[config.mk]
export PLATFORM = sky130hd
export DESIGN_NAME = cfglut5_loader_flat
export DESIGN_NICKNAME = d
export VERILOG_FILES = /design/src/rtl/cfglut5_loader_if.sv /design/src/rtl/cfglut5_loader.sv /design/src/flat_wrapper.sv
export SDC_FILE = /design/constraint.sdc
export NUM_CORES = 1
export LEC_CHECK = 0
export ABC_AREA = 1
export BUFFER_PORTS_ARGS = -buffer_cell sky130_fd_sc_hd__buf_4
export CAP_MARGIN = 20
export CELL_PAD_IN_SITES_DETAIL_PLACEMENT = 2
export CELL_PAD_IN_SITES_GLOBAL_PLACEMENT = 2
export CORE_MARGIN = 1.5
export CORE_UTILIZATION = 39
export CTS_CLUSTER_SIZE = 24
export DETAILED_ROUTE_END_ITERATION = 12
export HOLD_SLACK_MARGIN = 0.12
export PLACE_DENSITY_LB_ADDON = 0.1
export RECOVER_POWER = 25
export SLEW_MARGIN = 20
export SYNTH_ARGS = -nofsm -noshare
export SYNTH_HDL_FRONTEND = slang
export SYNTH_SLANG_ARGS = --single-unit
[constraint.sdc]
create_clock -name i_clk -period 3.5 [get_ports i_clk]
set_input_delay 0 -clock i_clk [delete_from_list [all_inputs] [get_ports i_clk]]
set_output_delay 0 -clock i_clk [all_outputs]
set_load 0.02 [all_outputs]
[src/rtl/cfglut5_loader_if.sv]
// Word-stream handshake into the CFGLUT5 chain loader.
// The loader is the slave; whoever supplies truth tables is the master.
interface cfglut5_loader_if;
    logic [31:0] in_data;
    logic        in_valid;
    logic        in_ready;

    modport master (output in_data, output in_valid, input in_ready);
    modport slave  (input in_data, input in_valid, output in_ready);
endinterface

[src/rtl/cfglut5_loader.sv]
// Serial loader for a daisy chain of N_LUT CFGLUT5 cells, with an optional
// recirculating readback pass that compares the chain against a shadow copy.
module cfglut5_loader #(
    parameter int unsigned N_LUT  = 1,
    parameter bit          VERIFY = 1'b1
) (
    input  logic            i_clk,
    input  logic            i_rst_n,
    cfglut5_loader_if.slave i_word,
    output logic            o_ce,
    output logic            o_cdi,
    input  logic            i_cdo,
    output logic            o_busy,
    output logic            o_done,
    output logic            o_err
);
    localparam int unsigned    LEN    = 32 * N_LUT;
    localparam int unsigned    WCW    = $clog2(N_LUT + 1);
    localparam int unsigned    CCW    = $clog2(LEN);
    localparam logic [WCW-1:0] W_ALL  = WCW'(N_LUT);
    localparam logic [CCW-1:0] C_LAST = CCW'(LEN - 1);

    typedef enum logic [1:0] {
        ST_IDLE,
        ST_LOAD,
        ST_CHECK
    } state_t;

    state_t         r_state, w_state_nxt;
    logic [31:0]    r_shift, w_shift_nxt;
    logic [31:0]    r_hold, w_hold_nxt;
    logic           r_hold_vld, w_hold_vld_nxt;
    logic [4:0]     r_bit, w_bit_nxt;
    logic [WCW-1:0] r_words, w_words_nxt;
    logic [LEN-1:0] r_shadow, w_shadow_nxt;
    logic [CCW-1:0] r_chk, w_chk_nxt;
    logic           r_ce, w_ce_nxt;
    logic           r_cdi, w_cdi_nxt;
    logic           r_done, w_done_nxt;
    logic           r_err, w_err_nxt;
    logic           w_ready;
    logic           w_accept;

    assign w_ready = i_rst_n &&
                     ((r_state == ST_IDLE) ||
                      (r_state == ST_LOAD && !r_hold_vld && r_words != W_ALL));
    assign w_accept = i_word.in_valid && w_ready;

    assign i_word.in_ready = w_ready;
    assign o_ce   = r_ce;
    assign o_cdi  = r_cdi;
    assign o_done = r_done;
    assign o_err  = r_err;
    assign o_busy = (r_state != ST_IDLE);

    always_comb begin
        w_state_nxt    = r_state;
        w_shift_nxt    = r_shift;
        w_hold_nxt     = r_hold;
        w_hold_vld_nxt = r_hold_vld;
        w_bit_nxt      = r_bit;
        w_words_nxt    = r_words;
        w_shadow_nxt   = r_shadow;
        w_chk_nxt      = r_chk;
        w_ce_nxt       = r_ce;
        w_cdi_nxt      = r_cdi;
        w_done_nxt     = 1'b0;
        w_err_nxt      = r_err;

        case (r_state)
            ST_IDLE: begin
                w_ce_nxt  = 1'b0;
                w_cdi_nxt = 1'b0;
                if (w_accept) begin
                    w_state_nxt    = ST_LOAD;
                    w_err_nxt      = 1'b0;
                    w_ce_nxt       = 1'b1;
                    w_cdi_nxt      = i_word.in_data[31];
                    w_shift_nxt    = {i_word.in_data[30:0], 1'b0};
                    w_bit_nxt      = '0;
                    w_words_nxt    = WCW'(1);
                    w_hold_vld_nxt = 1'b0;
                end
            end

            ST_LOAD: begin
                if (w_accept) begin
                    w_words_nxt = r_words + 1'b1;
                end
                // Mid-word arrivals park in the holding register; an arrival on the
                // last bit of a word or during a pause goes straight to the shifter.
                if (w_accept && r_ce && r_bit != 5'd31) begin
                    w_hold_nxt     = i_word.in_data;
                    w_hold_vld_nxt = 1'b1;
                end
                if (r_ce) begin
                    w_shadow_nxt = {r_shadow[LEN-2:0], r_cdi};
                    if (r_bit != 5'd31) begin
                        w_cdi_nxt   = r_shift[31];
                        w_shift_nxt = {r_shift[30:0], 1'b0};
                        w_bit_nxt   = r_bit + 1'b1;
                    end else if (r_hold_vld) begin
                        w_cdi_nxt      = r_hold[31];
                        w_shift_nxt    = {r_hold[30:0], 1'b0};
                        w_bit_nxt      = '0;
                        w_hold_vld_nxt = 1'b0;
                    end else if (w_accept) begin
                        w_cdi_nxt   = i_word.in_data[31];
                        w_shift_nxt = {i_word.in_data[30:0], 1'b0};
                        w_bit_nxt   = '0;
                    end else if (r_words != W_ALL) begin
                        w_ce_nxt  = 1'b0;
                        w_cdi_nxt = 1'b0;
                    end else if (VERIFY) begin
                        w_state_nxt = ST_CHECK;
                        w_chk_nxt   = '0;
                        w_cdi_nxt   = w_shadow_nxt[LEN-1];
                    end else begin
                        w_state_nxt = ST_IDLE;
                        w_ce_nxt    = 1'b0;
                        w_cdi_nxt   = 1'b0;
                        w_done_nxt  = 1'b1;
                    end
                end else if (w_accept) begin
                    w_ce_nxt    = 1'b1;
                    w_cdi_nxt   = i_word.in_data[31];
                    w_shift_nxt = {i_word.in_data[30:0], 1'b0};
                    w_bit_nxt   = '0;
                end
            end

            ST_CHECK: begin
                if (i_cdo != r_shadow[LEN-1]) begin
                    w_err_nxt = 1'b1;
                end
                // CDI is registered, so the bit fed back is the shadow's next MSB,
                // which is what CDO presents in the following cycle on an intact chain.
                w_shadow_nxt = {r_shadow[LEN-2:0], r_shadow[LEN-1]};
                w_cdi_nxt    = r_shadow[LEN-2];
                if (r_chk == C_LAST) begin
                    w_state_nxt = ST_IDLE;
                    w_ce_nxt    = 1'b0;
                    w_cdi_nxt   = 1'b0;
                    w_done_nxt  = 1'b1;
                end else begin
                    w_chk_nxt = r_chk + 1'b1;
                end
            end

            default: begin
                w_state_nxt = ST_IDLE;
                w_ce_nxt    = 1'b0;
                w_cdi_nxt   = 1'b0;
            end
        endcase
    end

    always_ff @(posedge i_clk or negedge i_rst_n) begin
        if (!i_rst_n) begin
            r_state    <= ST_IDLE;
            r_shift    <= '0;
            r_hold     <= '0;
            r_hold_vld <= 1'b0;
            r_bit      <= '0;
            r_words    <= '0;
            r_shadow   <= '0;
            r_chk      <= '0;
            r_ce       <= 1'b0;
            r_cdi      <= 1'b0;
            r_done     <= 1'b0;
            r_err      <= 1'b0;
        end else begin
            r_state    <= w_state_nxt;
            r_shift    <= w_shift_nxt;
            r_hold     <= w_hold_nxt;
            r_hold_vld <= w_hold_vld_nxt;
            r_bit      <= w_bit_nxt;
            r_words    <= w_words_nxt;
            r_shadow   <= w_shadow_nxt;
            r_chk      <= w_chk_nxt;
            r_ce       <= w_ce_nxt;
            r_cdi      <= w_cdi_nxt;
            r_done     <= w_done_nxt;
            r_err      <= w_err_nxt;
        end
    end
endmodule

[src/flat_wrapper.sv]
// flat-port wrapper written by rule: the top's interface ports become plain ports
module cfglut5_loader_flat 
#(
    parameter int unsigned N_LUT  = 1,
    parameter bit          VERIFY = 1'b1
)
  (i_clk, i_rst_n, o_ce, o_cdi, i_cdo, o_busy, o_done, o_err, i_word_in_data, i_word_in_valid, i_word_in_ready);
  cfglut5_loader_if i_word_i ();
  input  logic i_clk;
  input  logic i_rst_n;
  output logic o_ce;
  output logic o_cdi;
  input  logic i_cdo;
  output logic o_busy;
  output logic o_done;
  output logic o_err;
  input wire logic [$bits(i_word_i.in_data)-1:0] i_word_in_data;
  input wire logic [$bits(i_word_i.in_valid)-1:0] i_word_in_valid;
  output wire logic [$bits(i_word_i.in_ready)-1:0] i_word_in_ready;
  assign i_word_i.in_data = i_word_in_data;
  assign i_word_i.in_valid = i_word_in_valid;
  assign i_word_in_ready = i_word_i.in_ready;
  cfglut5_loader #(.N_LUT(N_LUT), .VERIFY(VERIFY)) u_core (.i_clk(i_clk), .i_rst_n(i_rst_n), .i_word(i_word_i), .o_ce(o_ce), .o_cdi(o_cdi), .i_cdo(i_cdo), .o_busy(o_busy), .o_done(o_done), .o_err(o_err));
endmodule
# Word-level counts from Yosys, hierarchy flattened
# Cells that the tools add are included.
# totals
latchBits	0
reg_bits	114
inputBits	36
word_cells	109
output_inout_bits	6
memories	0
mem_bits_ro	0
mem_bits_rw	0
# op_classes
magnitude_cmp	0
reduce_logical	20
shifts	0
n_mux	57
n_eq_ne	16
div	0
bitwise	1
addsub	3
mul	0
# op_table
operator	count
$mux 32	5
$pmux 32 s2	2
$mux 5	10
$mux 1	25
$pmux 5 s2	2
$mux 2	7
$reduce_and 7->1	2
$ne 2x1->1 const B	6
$add 5x1->5 const B	2
$ne 2x2->1 const B	4
$reduce_bool 2->1	4
$logic_and 1x1->1	6
$pmux 1 s2	3
$pmux 1 s3	2
$pmux 2 s3	1
$reduce_and 2->1	3
$reduce_and 3->1	2
$eq 5x5->1 const B	1
$ne 5x5->1 const B	1
$ne 3x1->1 const B	1
$eq 2x1->1 const B	1
$eq 2x2->1 const B	1
$logic_not 2->1	1
$add 1x1->1 const B	1
other kinds (4)	4

# Longest topological paths before layout
# depth
word_depth	13
ltp_mapped	12
depth_no_buf	11

# Worst setup path before layout
# OpenSTA, ideal clock, no wires.
# synth_path
path_kind	register to register
startpoint	register u_core.r_bit[0]
endpoint	register u_core.r_ce (netlist: u_core.o_ce)
setup_ps	139
setup_slack_ps	1698
t_arrival_ps	1663
synth_period_minus_slack_ps	1802
n_path_buf	1
stages_incl_launch_ff	11
t_required_ps	3361
cell_sequence	dfrtp_1 ha_1 nand2_1 nor2_1 ha_1 inv_1 o21ai_2 nand2_2 inv_2 buf_2 o221ai_1
# synth_via
elab_chain_cells	4
# synth_rtl
element	line_no	rtl
start, declared	cfglut5_loader.sv:33	logic [4:0] r_bit, w_bit_nxt;
start signal, assigned	cfglut5_loader.sv:177	r_bit <= w_bit_nxt;
$ne 5x5->1	cfglut5_loader.sv:98	if (r_bit != 5'd31) begin
$mux 1	cfglut5_loader.sv:98	
$mux 1	cfglut5_loader.sv:96	if (r_ce) begin
$pmux 1 s3	cfglut5_loader.sv:70	case (r_state)
end signal, assigned	cfglut5_loader.sv:181	r_ce <= w_ce_nxt;
end, declared	cfglut5_loader.sv:37	logic r_ce, w_ce_nxt;
# Every way passes these cells.
# A chain may end at the register's enable or synchronous reset.

# Worst setup path in the final report
# layout_path
startpoint	register u_core.r_bit[0]
endpoint	register u_core.r_shift[4]
# layout_via
elab_chain_cells	4
# layout_rtl
element	line_no	rtl
$ne 5x5->1	cfglut5_loader.sv:98	
$mux 32	cfglut5_loader.sv:98	
$mux 32	cfglut5_loader.sv:96	
$pmux 32 s2	cfglut5_loader.sv:70	
end signal, assigned	cfglut5_loader.sv:174	r_shift <= w_shift_nxt;
end, declared	cfglut5_loader.sv:30	logic [31:0] r_shift, w_shift_nxt;
# Every way passes these cells.

==> reports/summary.txt <==
# nets final = 697
Placement Rows = 41
area delta synth->final = 25.7%
Wirelength per Cell = 18.6 um
CTS H-tree depth = 4
Seq/Total Area, Yosys = 0.560
asr flop ratio synth = 1.00
Hold Crit Depth = 4
share of cells above drive strength 1 = 0.136
internal power = 3.62 mW
failing checks = capacitance limit, slew limit
first-pass GRT wire length = 25900 um
number of synthesized flops with an enable pin = 0
vias in the first global route = 5094
Sw Share = 0.363
hold_ws = 378 ps
slowest CP cell = inv_2
Setup TNS Final = 0 ps
GR Util All Layers = 0.251
Via-to-Cell Ratio = 5.26
floorplan die area = 13800 um2
ANT cells = 0
Worst EP arrival = 2740 ps
leading area contributor after synthesis = dfrtp_1
die height = 117 um
DR vias = 4423
core area = 12700 um2
initial antenna violation count = 0
Logic pwr share = 0.276
Post-synth top cells = nand2_1 (182), dfrtp_1 (114), nand3_1 (65)
first-iteration detailed-routing DRC count = 290
Initial Utilization = 0.402
yosys warns = 0
root buf cell = clkbuf_16
Crit. End Element = flop
CTS Sinks = 114
status = complete, but fails checks
Hold WC Path Type = primary input to flop
Setup Crit Path Kind = flop to flop
WP buf/inv = 2
1st-pass router iterations = 4
drc violations = 0
Post-Syn Instances = 584
utilization after layout = 0.505
Seq pwr share = 0.399
total grt overflow = 0
Reg clk slew, reported paths = 50 ps
Distinct cells, synth = 31
Reg2Reg Depth = 10
clk buf depth = 2
top post-synthesis cells by area = dfrtp_1 (56%), nand2_1 (13%), nand3_1 (6.4%), nand4_1 (3.2%), inv_1 (2.9%)
FF+latch count, synth = 114
pins over their slew limit = 74
switching pwr = 2.06 mW
CTS Buf Count = 17
Post-Route WL = 15700 um
IO buf count = 41
peak supply drop = 0.463 mV
I/O Pins = 42
crit path cell chain = ha_1, nand2_1, nor2_1, ha_1, inv_1, o21ai_2, nand2_2, inv_2, nand2_1, o2111ai_1
leakage power figure = 3.07 nW
Final Cycle Share = 0.693
DRT antenna net count = 0
endpoints failing setup = 0
die width = 117 um
Mapped Area = 5090 um2
Critical Path Fanout Max = 32
actual slew at the worst max-slew pin = 1850 ps
pin count of the biggest net entering global routing = 74
setup repair bufs after CTS = 0
GPL Wtd Cong = 0.771
Fmax achieved = 412 MHz
power per cell area = 887 nW/um2
RSZ-0062 raised after global routing = false
clock power share = 0.325
crit start category = flop
Final min period = 2430 ps
Placement Cell Area = 5460 um2
CP peak stage delay = 500 ps
Detailed Place HPWL = 8600 um
dominant synthesized flop cell = dfrtp_1
CTS hold repair buffers = 36
Top delay family on crit path = buffers and inverters
most common cell in the netlist = nand2_1
Resized Gates After CTS = 0
Layout Skew = 7.85 ps
Slew Limit Headroom = -0.232
worst skew pair latency = 420 ps
Mean Syn Cell Area = 8.72 um2
final instance area = 6400 um2
synthesized net count = 624
top cell type's share of synthesized area = 0.560
MaxCap Viol Count = 1
WP data required = 3810 ps
Stages on worst setup path = 10
Hold Vio Cnt, Final = 0
CTS tree = done
==> registers in the layout, summed over array words and instances (netlist names) <==
register	cells
u_core.r_hold	32
u_core.r_words	1
u_core.o_err	1
u_core.r_bit	5
u_core.o_cdi	1
u_core.r_shift	32
u_core.o_done	1
u_core.r_state	2
u_core.r_hold_vld	1
u_core.r_chk	5
u_core.o_ce	1
u_core.r_shadow	32
==> power by group through the flow <==
stage	sequential [mW]	combinational [mW]	clock, mW
after floorplan	2.14	1.13	0
after global placement	2.20	1.40	0
after detailed placement	2.24	1.50	0
after CTS	2.24	1.57	1.86
after global routing	2.32	1.80	1.93
final	2.26	1.57	1.85
==> cells in the final DEF, fill, tap and decap left out, drive strengths merged, types with 26 or more instances in the layout <==
cell type / Yosys / routed
nand2: 186 / 186
dfrtp: 114 / 114
nand3: 66 / 66
inv: 45 / 45
buf: 27 / 42
nor2: 40 / 40
dlygate4sd3: 0 / 36
o21ai: 28 / 28
nand4: 26 / 26
a21oi: 26 / 26
==> stage by stage <==
stage | instances | setup WS [ps] | power [mW]
6_report | 841 | 1070 | 5.68
5_1_grt | 841 | 767 | 6.05
4_1_cts | 841 | 1130 | 5.68
3_5_place_dp | 774 | 1210 | 3.74
3_3_place_gp | 774 | 1340 | 3.60
2_1_floorplan | 584 | 1700 | 3.27
==> routing by layer <==
metal | track usage | vias to the layer above | wire length, um
li1 | - | 2053 | -
met3 | 0.0633 | 18 | 422
met2 | 0.449 | 51 | 8440
met4 | 0.0835 | 0 | 219
met1 | 0.295 | 2301 | 6600
met5 | 0 | - | 0
==> tightest hold or removal path: cells and delay by family <==
family                 cells  cell delay [ps]
AND/OR/NAND/NOR            2              120
buffers and inverters      2              640
==> worst paths after layout <==
path | start | to | slack (ps)
max | u_core.r_bit[0]$_DFFE_PN0P_ | u_core.r_shift[4]$_DFFE_PN0P_ | 1070
min | i_word_in_data[17] | u_core.r_hold[17]$_DFFE_PN0P_ | 380
max reg2reg | u_core.r_bit[0]$_DFFE_PN0P_ | u_core.r_shift[4]$_DFFE_PN0P_ | 1070
min reg2reg | u_core.r_hold[14]$_DFFE_PN0P_ | u_core.r_hold[14]$_DFFE_PN0P_ | 470
max in group asynchronous | i_rst_n | u_core.r_shift[14]$_DFFE_PN0P_ | 1160
min in group asynchronous | i_rst_n | u_core.r_hold[1]$_DFFE_PN0P_ | 880
==> cell type report <==
| cell class | instances | area, um2 |
|---|---|---|
| clock inverters | 12 | 163 |
| clock buffers | 19 | 453 |
| well taps | 172 | 215 |
| inverters | 45 | 169 |
| multi-input cells | 395 | 1850 |
| fillers | 1368 | 6270 |
| repair buffers | 84 | 699 |
| flip-flops and latches | 114 | 2850 |
==> cells by family (layout without fill, tap and decap cells) <==
kind of cell / after synthesis / in the layout / synth area share
multiplexers: 2 / 2 / 0.00418
flip-flops: 114 / 114 / 0.560
adder cells (fa/ha/maj): 4 / 4 / 0.00983
AO/OA/AOI/OAI: 66 / 66 / 0.0747
buffers and inverters: 75 / 160 / 0.0742
XOR/XNOR: 3 / 3 / 0.00516
AND/OR/NAND/NOR: 320 / 320 / 0.272
No activity file was read; power rests on OpenSTA's default activity.
